## src/rtl/nw_pkg.sv

```systemverilog
// Shared definitions for the traceback decoder: column opcodes, step directions, FSM states.
package nw_pkg;

    localparam logic [1:0] OP_MATCH    = 2'd0;
    localparam logic [1:0] OP_MISMATCH = 2'd1;
    localparam logic [1:0] OP_GAP_S2   = 2'd2;
    localparam logic [1:0] OP_GAP_S1   = 2'd3;

    // Step from the held cell to the next accepted cell
    localparam logic [1:0] CORNER_DIR = 2'd0;
    localparam logic [1:0] TOP_DIR    = 2'd1;
    localparam logic [1:0] LEFT_DIR   = 2'd2;
    localparam logic [1:0] BAD_DIR    = 2'd3;

    typedef enum logic [2:0] {
        IDLE,
        FIRST,
        HOLD,
        EMIT,
        FINAL,
        DONE,
        ERR
    } nw_state_e;

endpackage

```

## src/rtl/nw_char_sel.sv

```systemverilog
// Picks character idx out of a packed string; character 0 sits in the most significant slot.
module nw_char_sel #(
    parameter int LENGTH = 10,
    parameter int CWIDTH = 2,
    parameter int IWIDTH = 8
) (
    input  logic [LENGTH*CWIDTH-1:0] str,
    input  logic [IWIDTH-1:0]        idx,
    output logic [CWIDTH-1:0]        ch
);

    always_comb begin
        ch = '0;
        for (int i = 0; i < LENGTH; i++) begin
            if (int'(idx) == i) begin
                ch = str[(LENGTH-1-i)*CWIDTH +: CWIDTH];
            end
        end
    end

endmodule

```

## src/rtl/nw_trace_decoder.sv

```systemverilog
// Turns a Needleman-Wunsch traceback coordinate stream into alignment columns with a running score.
// Optional per-opcode column counters are built when NW_DECODE_STATS_EN is defined.
//
// state | meaning
// IDLE  | after reset, waiting for start
// FIRST | expecting the (LENGTH-1,LENGTH-1) corner
// HOLD  | holding a cell, waiting for its successor
// EMIT  | column for the previously held cell on the output
// FINAL | closing (0,0) column on the output, out_last set
// DONE  | decode complete
// ERR   | malformed stream seen
module nw_trace_decoder
    import nw_pkg::*;
#(
    parameter int LENGTH      = 10,
    parameter int CWIDTH      = 2,
    parameter int SWIDTH      = 16,
    parameter int CORD_LENGTH = 8,
    parameter int MATCH       = 1,
    parameter int INDEL       = -1,
    parameter int MISMATCH    = -1
) (
    input  logic                        clk,
    input  logic                        reset,
    input  logic [LENGTH*CWIDTH-1:0]    s1,
    input  logic [LENGTH*CWIDTH-1:0]    s2,
    input  logic                        start,
    input  logic                        in_valid,
    output logic                        in_ready,
    input  logic [CORD_LENGTH-1:0]      in_x,
    input  logic [CORD_LENGTH-1:0]      in_y,
    output logic                        out_valid,
    input  logic                        out_ready,
    output logic [1:0]                  out_op,
    output logic [CWIDTH-1:0]           out_c1,
    output logic [CWIDTH-1:0]           out_c2,
    output logic                        out_last,
    output logic                        done,
    output logic                        error,
    output logic signed [SWIDTH-1:0]    score,
    output logic [CORD_LENGTH:0]        n_match,
    output logic [CORD_LENGTH:0]        n_mismatch,
    output logic [CORD_LENGTH:0]        n_gap
);

    localparam int CW  = CORD_LENGTH;
    localparam int CW1 = CORD_LENGTH + 1;
    localparam logic [CW1-1:0] ONE  = CW1'(1);
    localparam logic [CW-1:0]  LAST = CW'(LENGTH - 1);

    nw_state_e state_q, state_d;

    logic [CW-1:0]              hx_q, hx_d, hy_q, hy_d;
    logic                       in_ready_q, in_ready_d;
    logic                       out_valid_q, out_valid_d;
    logic [1:0]                 out_op_q, out_op_d;
    logic [CWIDTH-1:0]          out_c1_q, out_c1_d, out_c2_q, out_c2_d;
    logic                       out_last_q, out_last_d;
    logic                       done_q, done_d, error_q, error_d;
    logic signed [SWIDTH-1:0]   score_q, score_d;

    logic               accept, out_fire, held_zero, first_ok, step_ok, in_range;
    logic [CW1-1:0]     nx1, ny1, hxw, hyw;
    logic [1:0]         step_dir, col_dir, col_op;
    logic [CWIDTH-1:0]  ch1, ch2, col_c1, col_c2;

    nw_char_sel #(.LENGTH(LENGTH), .CWIDTH(CWIDTH), .IWIDTH(CW)) u_sel_s1 (
        .str (s1),
        .idx (hy_q),
        .ch  (ch1)
    );

    nw_char_sel #(.LENGTH(LENGTH), .CWIDTH(CWIDTH), .IWIDTH(CW)) u_sel_s2 (
        .str (s2),
        .idx (hx_q),
        .ch  (ch2)
    );

    function automatic logic signed [SWIDTH-1:0] op_weight(input logic [1:0] op);
        case (op)
            OP_MATCH:    op_weight = SWIDTH'(MATCH);
            OP_MISMATCH: op_weight = SWIDTH'(MISMATCH);
            default:     op_weight = SWIDTH'(INDEL);
        endcase
    endfunction

    assign accept    = in_valid && in_ready_q;
    assign out_fire  = out_valid_q && out_ready;
    assign held_zero = (hx_q == '0) && (hy_q == '0);
    assign in_range  = (int'(in_x) < LENGTH) && (int'(in_y) < LENGTH);
    assign first_ok  = (in_x == LAST) && (in_y == LAST);

    assign nx1 = {1'b0, in_x} + ONE;
    assign ny1 = {1'b0, in_y} + ONE;
    assign hxw = {1'b0, hx_q};
    assign hyw = {1'b0, hy_q};

    always_comb begin
        step_dir = BAD_DIR;
        if (nx1 == hxw && ny1 == hyw)
            step_dir = CORNER_DIR;
        else if (in_x == hx_q && ny1 == hyw)
            step_dir = TOP_DIR;
        else if (nx1 == hxw && in_y == hy_q)
            step_dir = LEFT_DIR;
    end

    assign step_ok = in_range && (step_dir != BAD_DIR);
    // Outside a HOLD accept the only column ever loaded is the closing (0,0) diagonal
    assign col_dir = (state_q == HOLD && accept) ? step_dir : CORNER_DIR;

    always_comb begin
        col_op = (ch1 == ch2) ? OP_MATCH : OP_MISMATCH;
        col_c1 = ch1;
        col_c2 = ch2;
        case (col_dir)
            TOP_DIR: begin
                col_op = OP_GAP_S2;
                col_c2 = '0;
            end
            LEFT_DIR: begin
                col_op = OP_GAP_S1;
                col_c1 = '0;
            end
            default: ;
        endcase
    end

    always_ff @(posedge clk) begin
        if (!reset) begin
            state_q     <= IDLE;
            hx_q        <= '0;
            hy_q        <= '0;
            in_ready_q  <= 1'b0;
            out_valid_q <= 1'b0;
            out_op_q    <= '0;
            out_c1_q    <= '0;
            out_c2_q    <= '0;
            out_last_q  <= 1'b0;
            done_q      <= 1'b0;
            error_q     <= 1'b0;
            score_q     <= '0;
        end else begin
            state_q     <= state_d;
            hx_q        <= hx_d;
            hy_q        <= hy_d;
            in_ready_q  <= in_ready_d;
            out_valid_q <= out_valid_d;
            out_op_q    <= out_op_d;
            out_c1_q    <= out_c1_d;
            out_c2_q    <= out_c2_d;
            out_last_q  <= out_last_d;
            done_q      <= done_d;
            error_q     <= error_d;
            score_q     <= score_d;
        end
    end

    always_comb begin
        state_d = state_q;
        if (start) begin
            state_d = FIRST;
        end else begin
            case (state_q)
                FIRST: if (accept) state_d = first_ok ? HOLD : ERR;
                HOLD: begin
                    if (accept)
                        state_d = step_ok ? EMIT : ERR;
                    else if (held_zero)
                        state_d = FINAL;
                end
                EMIT:  if (out_fire) state_d = held_zero ? FINAL : HOLD;
                FINAL: if (out_fire) state_d = DONE;
                default: ;
            endcase
        end
    end

`ifdef NW_DECODE_STATS_EN
    logic [CW1-1:0] n_match_q, n_match_d, n_mismatch_q, n_mismatch_d, n_gap_q, n_gap_d;

    always_ff @(posedge clk) begin
        if (!reset) begin
            n_match_q    <= '0;
            n_mismatch_q <= '0;
            n_gap_q      <= '0;
        end else begin
            n_match_q    <= n_match_d;
            n_mismatch_q <= n_mismatch_d;
            n_gap_q      <= n_gap_d;
        end
    end

    always_comb begin
        n_match_d    = n_match_q;
        n_mismatch_d = n_mismatch_q;
        n_gap_d      = n_gap_q;
        if (start) begin
            n_match_d    = '0;
            n_mismatch_d = '0;
            n_gap_d      = '0;
        end else if (out_fire) begin
            case (out_op_q)
                OP_MATCH:    n_match_d    = n_match_q + ONE;
                OP_MISMATCH: n_mismatch_d = n_mismatch_q + ONE;
                default:     n_gap_d      = n_gap_q + ONE;
            endcase
        end
    end

    assign n_match    = n_match_q;
    assign n_mismatch = n_mismatch_q;
    assign n_gap      = n_gap_q;
`else
    assign n_match    = '0;
    assign n_mismatch = '0;
    assign n_gap      = '0;
`endif

    always_comb begin
        hx_d        = hx_q;
        hy_d        = hy_q;
        out_valid_d = out_valid_q;
        out_op_d    = out_op_q;
        out_c1_d    = out_c1_q;
        out_c2_d    = out_c2_q;
        out_last_d  = out_last_q;
        done_d      = done_q;
        error_d     = error_q;
        score_d     = score_q;
        if (start) begin
            out_valid_d = 1'b0;
            out_last_d  = 1'b0;
            done_d      = 1'b0;
            error_d     = 1'b0;
            score_d     = '0;
        end else begin
            if (out_fire)
                score_d = score_q + op_weight(out_op_q);
            case (state_q)
                FIRST: begin
                    if (accept && first_ok) begin
                        hx_d = in_x;
                        hy_d = in_y;
                    end
                end
                HOLD: begin
                    if ((accept && step_ok) || (!accept && held_zero)) begin
                        out_valid_d = 1'b1;
                        out_op_d    = col_op;
                        out_c1_d    = col_c1;
                        out_c2_d    = col_c2;
                        out_last_d  = !accept;
                    end
                    if (accept && step_ok) begin
                        hx_d = in_x;
                        hy_d = in_y;
                    end
                end
                EMIT: begin
                    if (out_fire) begin
                        out_valid_d = held_zero;
                        out_op_d    = held_zero ? col_op : out_op_q;
                        out_c1_d    = held_zero ? col_c1 : out_c1_q;
                        out_c2_d    = held_zero ? col_c2 : out_c2_q;
                        out_last_d  = held_zero;
                    end
                end
                FINAL: begin
                    if (out_fire) begin
                        out_valid_d = 1'b0;
                        out_last_d  = 1'b0;
                        done_d      = 1'b1;
                    end
                end
                default: ;
            endcase
            if (state_d == ERR && state_q != ERR) begin
                out_valid_d = 1'b0;
                out_last_d  = 1'b0;
                done_d      = 1'b1;
                error_d     = 1'b1;
            end
        end
    end

    assign in_ready_d = (state_d == FIRST) ||
                        (state_d == HOLD && !(hx_d == '0 && hy_d == '0));

    assign in_ready  = in_ready_q;
    assign out_valid = out_valid_q;
    assign out_op    = out_op_q;
    assign out_c1    = out_c1_q;
    assign out_c2    = out_c2_q;
    assign out_last  = out_last_q;
    assign done      = done_q;
    assign error     = error_q;
    assign score     = score_q;

endmodule

```

## config.mk

```make
export PLATFORM = sky130hd
export DESIGN_NAME = nw_trace_decoder
export DESIGN_NICKNAME = d
export VERILOG_FILES = /design/src/rtl/nw_pkg.sv /design/src/rtl/nw_char_sel.sv /design/src/rtl/nw_trace_decoder.sv
export SDC_FILE = /design/constraint.sdc
export NUM_CORES = 1
export LEC_CHECK = 0
export BUFFER_PORTS_ARGS = -buffer_cell sky130_fd_sc_hd__buf_4
export CAP_MARGIN = 10
export CORE_MARGIN = 2
export CORE_UTILIZATION = 40
export DETAILED_ROUTE_END_ITERATION = 12
export MAX_ROUTING_LAYER = met4
export PLACE_DENSITY = 0.63
export SETUP_SLACK_MARGIN = 0.3
export SYNTH_ARGS = -nofsm -noshare
export SYNTH_HDL_FRONTEND = slang
export SYNTH_SLANG_ARGS = --single-unit
```

## constraint.sdc

```tcl
create_clock -name clk -period 3 [get_ports clk]
set_input_delay 0.45 -clock clk [delete_from_list [all_inputs] [get_ports clk]]
set_output_delay 0.45 -clock clk [all_outputs]
set_load 0.03 [all_outputs]
```

After elaboration in Yosys (flattened, before gate mapping):

Cells that the tools add are included.

* bits in registers: 46
* bits in latches: 0
* memory bits (writable): 0
* bits in read-only memories: 0
* input port bits: 61
* output and inout bits: 54
* logic and storage cells: 165
* memories: 0

* $add $sub $neg: 3
* multiply operators: 0
* divide/modulo/power cells: 0
* magnitude comparators: 2
* eq/ne operators: 40
* shift operators: 0
* mux-type cells: 70
* bitwise operators: 2
* reduce and logical (&&, ||, !) cells: 36

Operator list (count)
* 8-bit by 4-bit equality test with 1-bit output, second input constant: 10
* 2-bit 2-to-1 mux: 34
* 8-bit logical NOT: 6
* 16-bit 2-to-1 mux: 3
* 8-bit 2-to-1 mux: 6
* 8-bit by 3-bit equality test with 1-bit output, second input constant: 4
* 8-bit by 5-bit equality test with 1-bit output, second input constant: 4
* 8-bit case mux with 2 select lines: 2
* 3-bit 2-to-1 mux: 9
* 8-bit by 1-bit adder with 9-bit output, second input constant: 2
* 9-bit by 8-bit equality test with 1-bit output: 2
* 16-bit adder: 1
* 8-bit by 2-bit equality test with 1-bit output, second input constant: 2
* 8-bit equality test: 2
* 1-bit logical AND: 16
* 8-bit by 4-bit < comparator with 1-bit output, second input constant: 2
* 2-bit case mux with 2 select lines: 4
* 3-bit case mux with 4 select lines: 1
* 3-bit by 2-bit equality test with 1-bit output, second input constant: 3
* 1-bit 2-to-1 mux: 9
* 2-bit inequality test, second input constant: 4
* 3-bit by 1-bit equality test with 1-bit output, second input constant: 2
* 3-bit equality test, second input constant: 2
* 1-bit case mux with 3 select lines: 2
* other kinds (16): 21

Depth between registers and ports, before layout:

* depth after elaboration: 17
* depth in mapped cells: 14
* gate-level depth less buffers: 14

By module:

Synthesis repeated with hierarchy kept, for this count alone.

* cell total of the unflattened synthesis: 509
* area, all modules: 4010.1 µm²

By module, submodules not included
* nw_trace_decoder: times used 1, cells each 459, area an instance 3589.7 µm², sequential area each 920.9 µm²
* nw_char_sel: times used 2, cells each 25, area an instance 210.2 µm², sequential area each 0.0 µm²

Worst setup path before layout:

Ideal clock, no wire load.

* path kind: flip-flop to flip-flop
* start: register out_op_q[1], in the netlist out_op[1]
* end: register score_q[15], in the netlist score[15]
* setup time: 0.128 ns
* arrival time: 2.710 ns
* required time: 2.872 ns
* slack: 0.163 ns
* stages on the path, launching flop included: 12
* path buffers: 0
* clock period less this slack: 2.837 ns
* path through: dfxtp_1 nor2_1 inv_1 ha_1 a211oi_1 o21ai_0 a41oi_1 a21oi_1 a21o_1 a311oi_1 xor2_1 nor2_1

* word-level cells in the longest chain between the ends: 5

RTL lines
* from (decl): line nw_trace_decoder.sv:56 `logic [1:0] out_op_q, out_op_d;`
* from (signal assigned): line nw_trace_decoder.sv:149 `out_op_q <= out_op_d;`
* 2-bit logical NOT: line nw_trace_decoder.sv:80 `case (op)`
* 16-bit 2-to-1 mux: line nw_trace_decoder.sv:80
* 16-bit 2-to-1 mux: line nw_trace_decoder.sv:238 `if (out_fire)`
* 16-bit 2-to-1 mux: line nw_trace_decoder.sv:231 `if (start) begin`
* 16-bit adder: line nw_trace_decoder.sv:239 `score_d = score_q + op_weight(out_op_q);`
* to (signal assigned): line nw_trace_decoder.sv:155 `score_q <= score_d;`
* to (decl): line nw_trace_decoder.sv:60 `logic signed [SWIDTH-1:0] score_q, score_d;`

No other way between the ends. The select of a mux whose other input is x is not followed.
A chain may end at the register's enable or synchronous reset.

Worst setup path in the final report:

* start: register hy_q[7]
* end: register hy_q[0]

* word-level cells in the longest chain between the ends: 11
* elaborated cells between the ends (all ways): 14
* classes of those cells: eq/ne (3); mux (6); reduce/logical (5)

RTL lines
* from (decl): line nw_trace_decoder.sv:53 `logic [CW-1:0] hx_q, hx_d, hy_q, hy_d;`
* from (signal assigned): line nw_trace_decoder.sv:146 `hy_q <= hy_d;`
* 8-bit equality test: line nw_trace_decoder.sv:104 `else if (nx1 == hxw && in_y == hy_q)`
* 1-bit logical AND: line nw_trace_decoder.sv:104
* 1-bit 2-to-1 mux: line nw_trace_decoder.sv:104
* 2-bit 2-to-1 mux: line nw_trace_decoder.sv:102 `else if (in_x == hx_q && ny1 == hyw)`
* 2-bit 2-to-1 mux *: line nw_trace_decoder.sv:100 `if (nx1 == hxw && ny1 == hyw)`
* 2-bit inequality test *: line nw_trace_decoder.sv:108 `assign step_ok = in_range && (step_dir != BAD_DIR);`
* 1-bit logical AND *: line nw_trace_decoder.sv:108
* 1-bit logical AND *: line nw_trace_decoder.sv:255 `if (accept && step_ok) begin`
* 8-bit 2-to-1 mux *: line nw_trace_decoder.sv:255
* 8-bit case mux with 2 select lines *: line nw_trace_decoder.sv:240 `case (state_q)`
* 8-bit 2-to-1 mux *: line nw_trace_decoder.sv:231

Every way passes the cells marked *; elsewhere a longest branch is shown, timed or not.

==> flow_summary.yaml <==
yosys:
  synthCells: 521
  synth.distinct_cells: 69
  syn_avg_cell_area_sq_um: 7.990
  syn_area_sq_mm: 0.004163
  synth_top_area_frac: 0.2212
  yosysSeqAreaShare: 0.2212
  synth_top_area_cell: "dfxtp_1"
  ys_warn_count: 0
  ys_dominant_reg_cell: "dfxtp_1"
  synthArstFlopShare: 0
  synth_edf_count: 0
  synth-seq-cells: 46
  synth.area.top_cells: "dfxtp_1 (22%), nand2_1 (6.0%), ha_1 (6.0%), xnor2_1 (5.3%), buf_4 (5.0%)"
floorplan:
  io_pins: 115
  coreArea_sq_mm: 0.01023
  num_rows: 37
  die_w_um: 106.0
  die_y_um: 106.0
  dieArea_sq_mm: 0.01124
  start_util: 0.4069
grt:
  grt_pass1_wl_um: 18270
  grt_antenna_before_repair: 0
  grt_max_degree: 38
  track_usage: 0.2022
  first_global_vias: 3853
  grt.overflow.total: 0
clock_tree:
  htreeDepth: 2
  cts_max_path_buffers: 2
  cts.sinks: 46
  clk-insertion-delay-late_ns: 0.30
  numCtsBuffers: 5
  cts_tree: "done"
  cts-root-buf: "clkbuf_8"
  clk_pin_slew_ns: 0.08
routing:
  wire_per_inst_um: 14.99
  drc: 0
  vias: 4038
  via_per_inst: 5.391
  drtIter0Drc: 211
  ant_nets: 0
  wl_um: 11230
  first_pass_iters: 5
flow_run:
  drv_cap: 0
final_layout:
  fillers: 1018
  post-route-util: 0.5124
  final_nets: 694
  seq_area_sq_um: 935.9
  final_cell_mix: "buf_4 (110), nand2_1 (66), dfxtp_1 (40)"
  layout_commonest_cell: "buf_4"
  finalInstanceArea_sq_mm: 0.005243
  layout-drive-gt1-share: 0.3034
  multi_input_area_sq_mm: 0.003105
  synthToLayoutAreaGrowth_pct: 25.94
  n_antenna_cell: 0
critical_path:
  worst_path_max_delay_cell: "a2111o_1"
  crit_required_ns: 3.23
  crit_buf_inv: 3
  crit_type: "flop to flop"
  critPathTopFamily: "compound AO/OA/AOI/OAI gates"
  cp_slowest_stage_delay_ns: 0.47
  cp-start-kind: "flop"
  cp_data_arrival_time_ns: 2.84
  path_cells: "xnor2_4 -> o211ai_1 -> a2111o_1 -> nor3_4 -> buf_4 -> a41oi_2 -> o21a_4 -> buf_6 -> nor3_4 -> buf_6 -> mux2i_1"
  end_kind: "flop"
  critPathMaxFanout: 6
power_and_ir_drop:
  clockPowerShare: 0.286
  peakVddDrop_mv: 0.1776
  power.share.sequential: 0.452
  p_total_mw: 1.391
  leakagePower_nw: 2.166
  power_switching_mw: 0.4342
  p_int_mw: 0.9565
  p_comb_frac: 0.262
  p_per_area_mw_per_mm2: 265.3
  switching_share: 0.3122
timing:
  setup_viol: 0
  max_freq_mhz: 382.3
  fin_skew_ns: 0.005757
  hold_viol: 0
  grt_setup_unrepaired: "yes"
  period_share: 0.8719
  maxSlewViolCount: 0
  slew_headroom: 0.5240
  whs_ns: 0.4485
  fin_crit_ns: 2.616
  tightest_slew_ns: 0.7118
placement:
  io_buffers: 87
  dpl.hpwl_um: 8483
  gp_congestion: 0.8926
  dpl_cell_area_sq_mm: 0.004890
min_path:
  hp-class: "input pin to flop"
outcome:
  status: "finished clean"
==> final timing paths <==
kind | start | end | slack, ns | cells past startpoint
max reg2reg | hy_q[7]$_SDFF_PN0_ | hy_q[0]$_SDFF_PN0_ | 0.38 | 11
min reg2reg | out_c1[1]$_SDFFE_PN0P_ | out_c1[1]$_SDFFE_PN0P_ | 0.47 | 2
min | in_y[1] | hy_q[1]$_SDFF_PN0_ | 0.45 | 3
max | hy_q[7]$_SDFF_PN0_ | hy_q[0]$_SDFF_PN0_ | 0.38 | 11
==> sequential cells by signal (all words and copies together) (netlist names) <==
register	cells
out_op	2
hy_q	8
in_ready	1
out_c2	2
hx_q	8
error	1
state_q	3
out_c1	2
score	16
out_last	1
out_valid	1
done	1
==> area by class of cell <==
type	count	area share
sequential	46	0.1785
timing repair buffer	115	0.1683
clock buffer	7	0.01647
tap	136	0.03246
clock inverter	1	0.0009547
multi-input combinational	432	0.5924
inverter	12	0.01098
==> cells in the mapped netlist (9+ instances only) <==
cell	instances
and3_1	11
nor2_1	33
o21ai_0	17
clkbuf_1	10
nor3_1	15
xnor2_1	25
nand2_1	67
dfxtp_1	46
xor2_1	12
nand3_1	18
a21oi_1	32
nor4_1	9
buf_4	28
inv_1	12
a211oi_1	12
ha_1	20
mux2i_1	20
==> metal layers <==
metal  vias to the layer above  share of wire  wire [um]  global-route usage
met5                         -              0          0                   -
met4                         0          0.013        141             0.04041
met3                        13          0.058        654             0.02759
met2                       141           0.47       5237              0.3281
met1                      1866           0.46       5192              0.2715
li1                       2018              -          -                   -
==> through the flow <==
step / setup TNS [ns] / cells / setup WS [ns]
finish: 0 / 749 / 0.3843
global route: 0 / 749 / 0.2092
CTS: 0 / 744 / 0.3038
detailed placement: -0.03865 / 736 / -0.01530
global placement: 0 / 736 / 0.04874
floorplan: 0 / 547 / 0.2234
==> kinds of logic (layout without fill, tap and decap cells) <==
| kind of cell | after synthesis | count (layout) | share of synthesized area |
|---|---|---|---|
| AOI/OAI and AO/OA | 116 | 116 | 0.1924 |
| xor gates and xnor gates | 37 | 37 | 0.07785 |
| adders and majority gates | 21 | 21 | 0.06492 |
| buffers and inverters | 69 | 135 | 0.1103 |
| DFF | 46 | 46 | 0.2212 |
| muxes | 26 | 26 | 0.07785 |
| other | 1 | 27 | 0.0009008 |
| and+or+nand+nor | 205 | 205 | 0.2546 |
==> worst register-to-register path: cells and delay by family (launching register included) <==
kind,cells,cell delay [ns]
muxes,1,0.19
AOI/OAI and AO/OA,4,0.92
buffers and inverters,3,0.46
and+or+nand+nor,2,0.44
xor gates and xnor gates,1,0.16
DFF,1,0.38
==> what timing repair did <==
item | in CTS | in global routing
endpoints found under the setup margin | 24 | 31
resized for setup | 7 | 49
pin swaps | 1 | 17
hold buffers | 0 | 0
buffers inserted | 0 | 5
==> power by group through the flow <==
stage	combinational (mW)	sequential (mW)	clock, mW
6_report	0.364	0.629	0.398
4_1_cts	0.351	0.630	0.412
2_1_floorplan	0.264	0.639	0
5_1_grt	0.396	0.630	0.435
3_3_place_gp	0.341	0.644	0
3_5_place_dp	0.348	0.645	0
No activity file was read; power rests on OpenSTA's default activity.
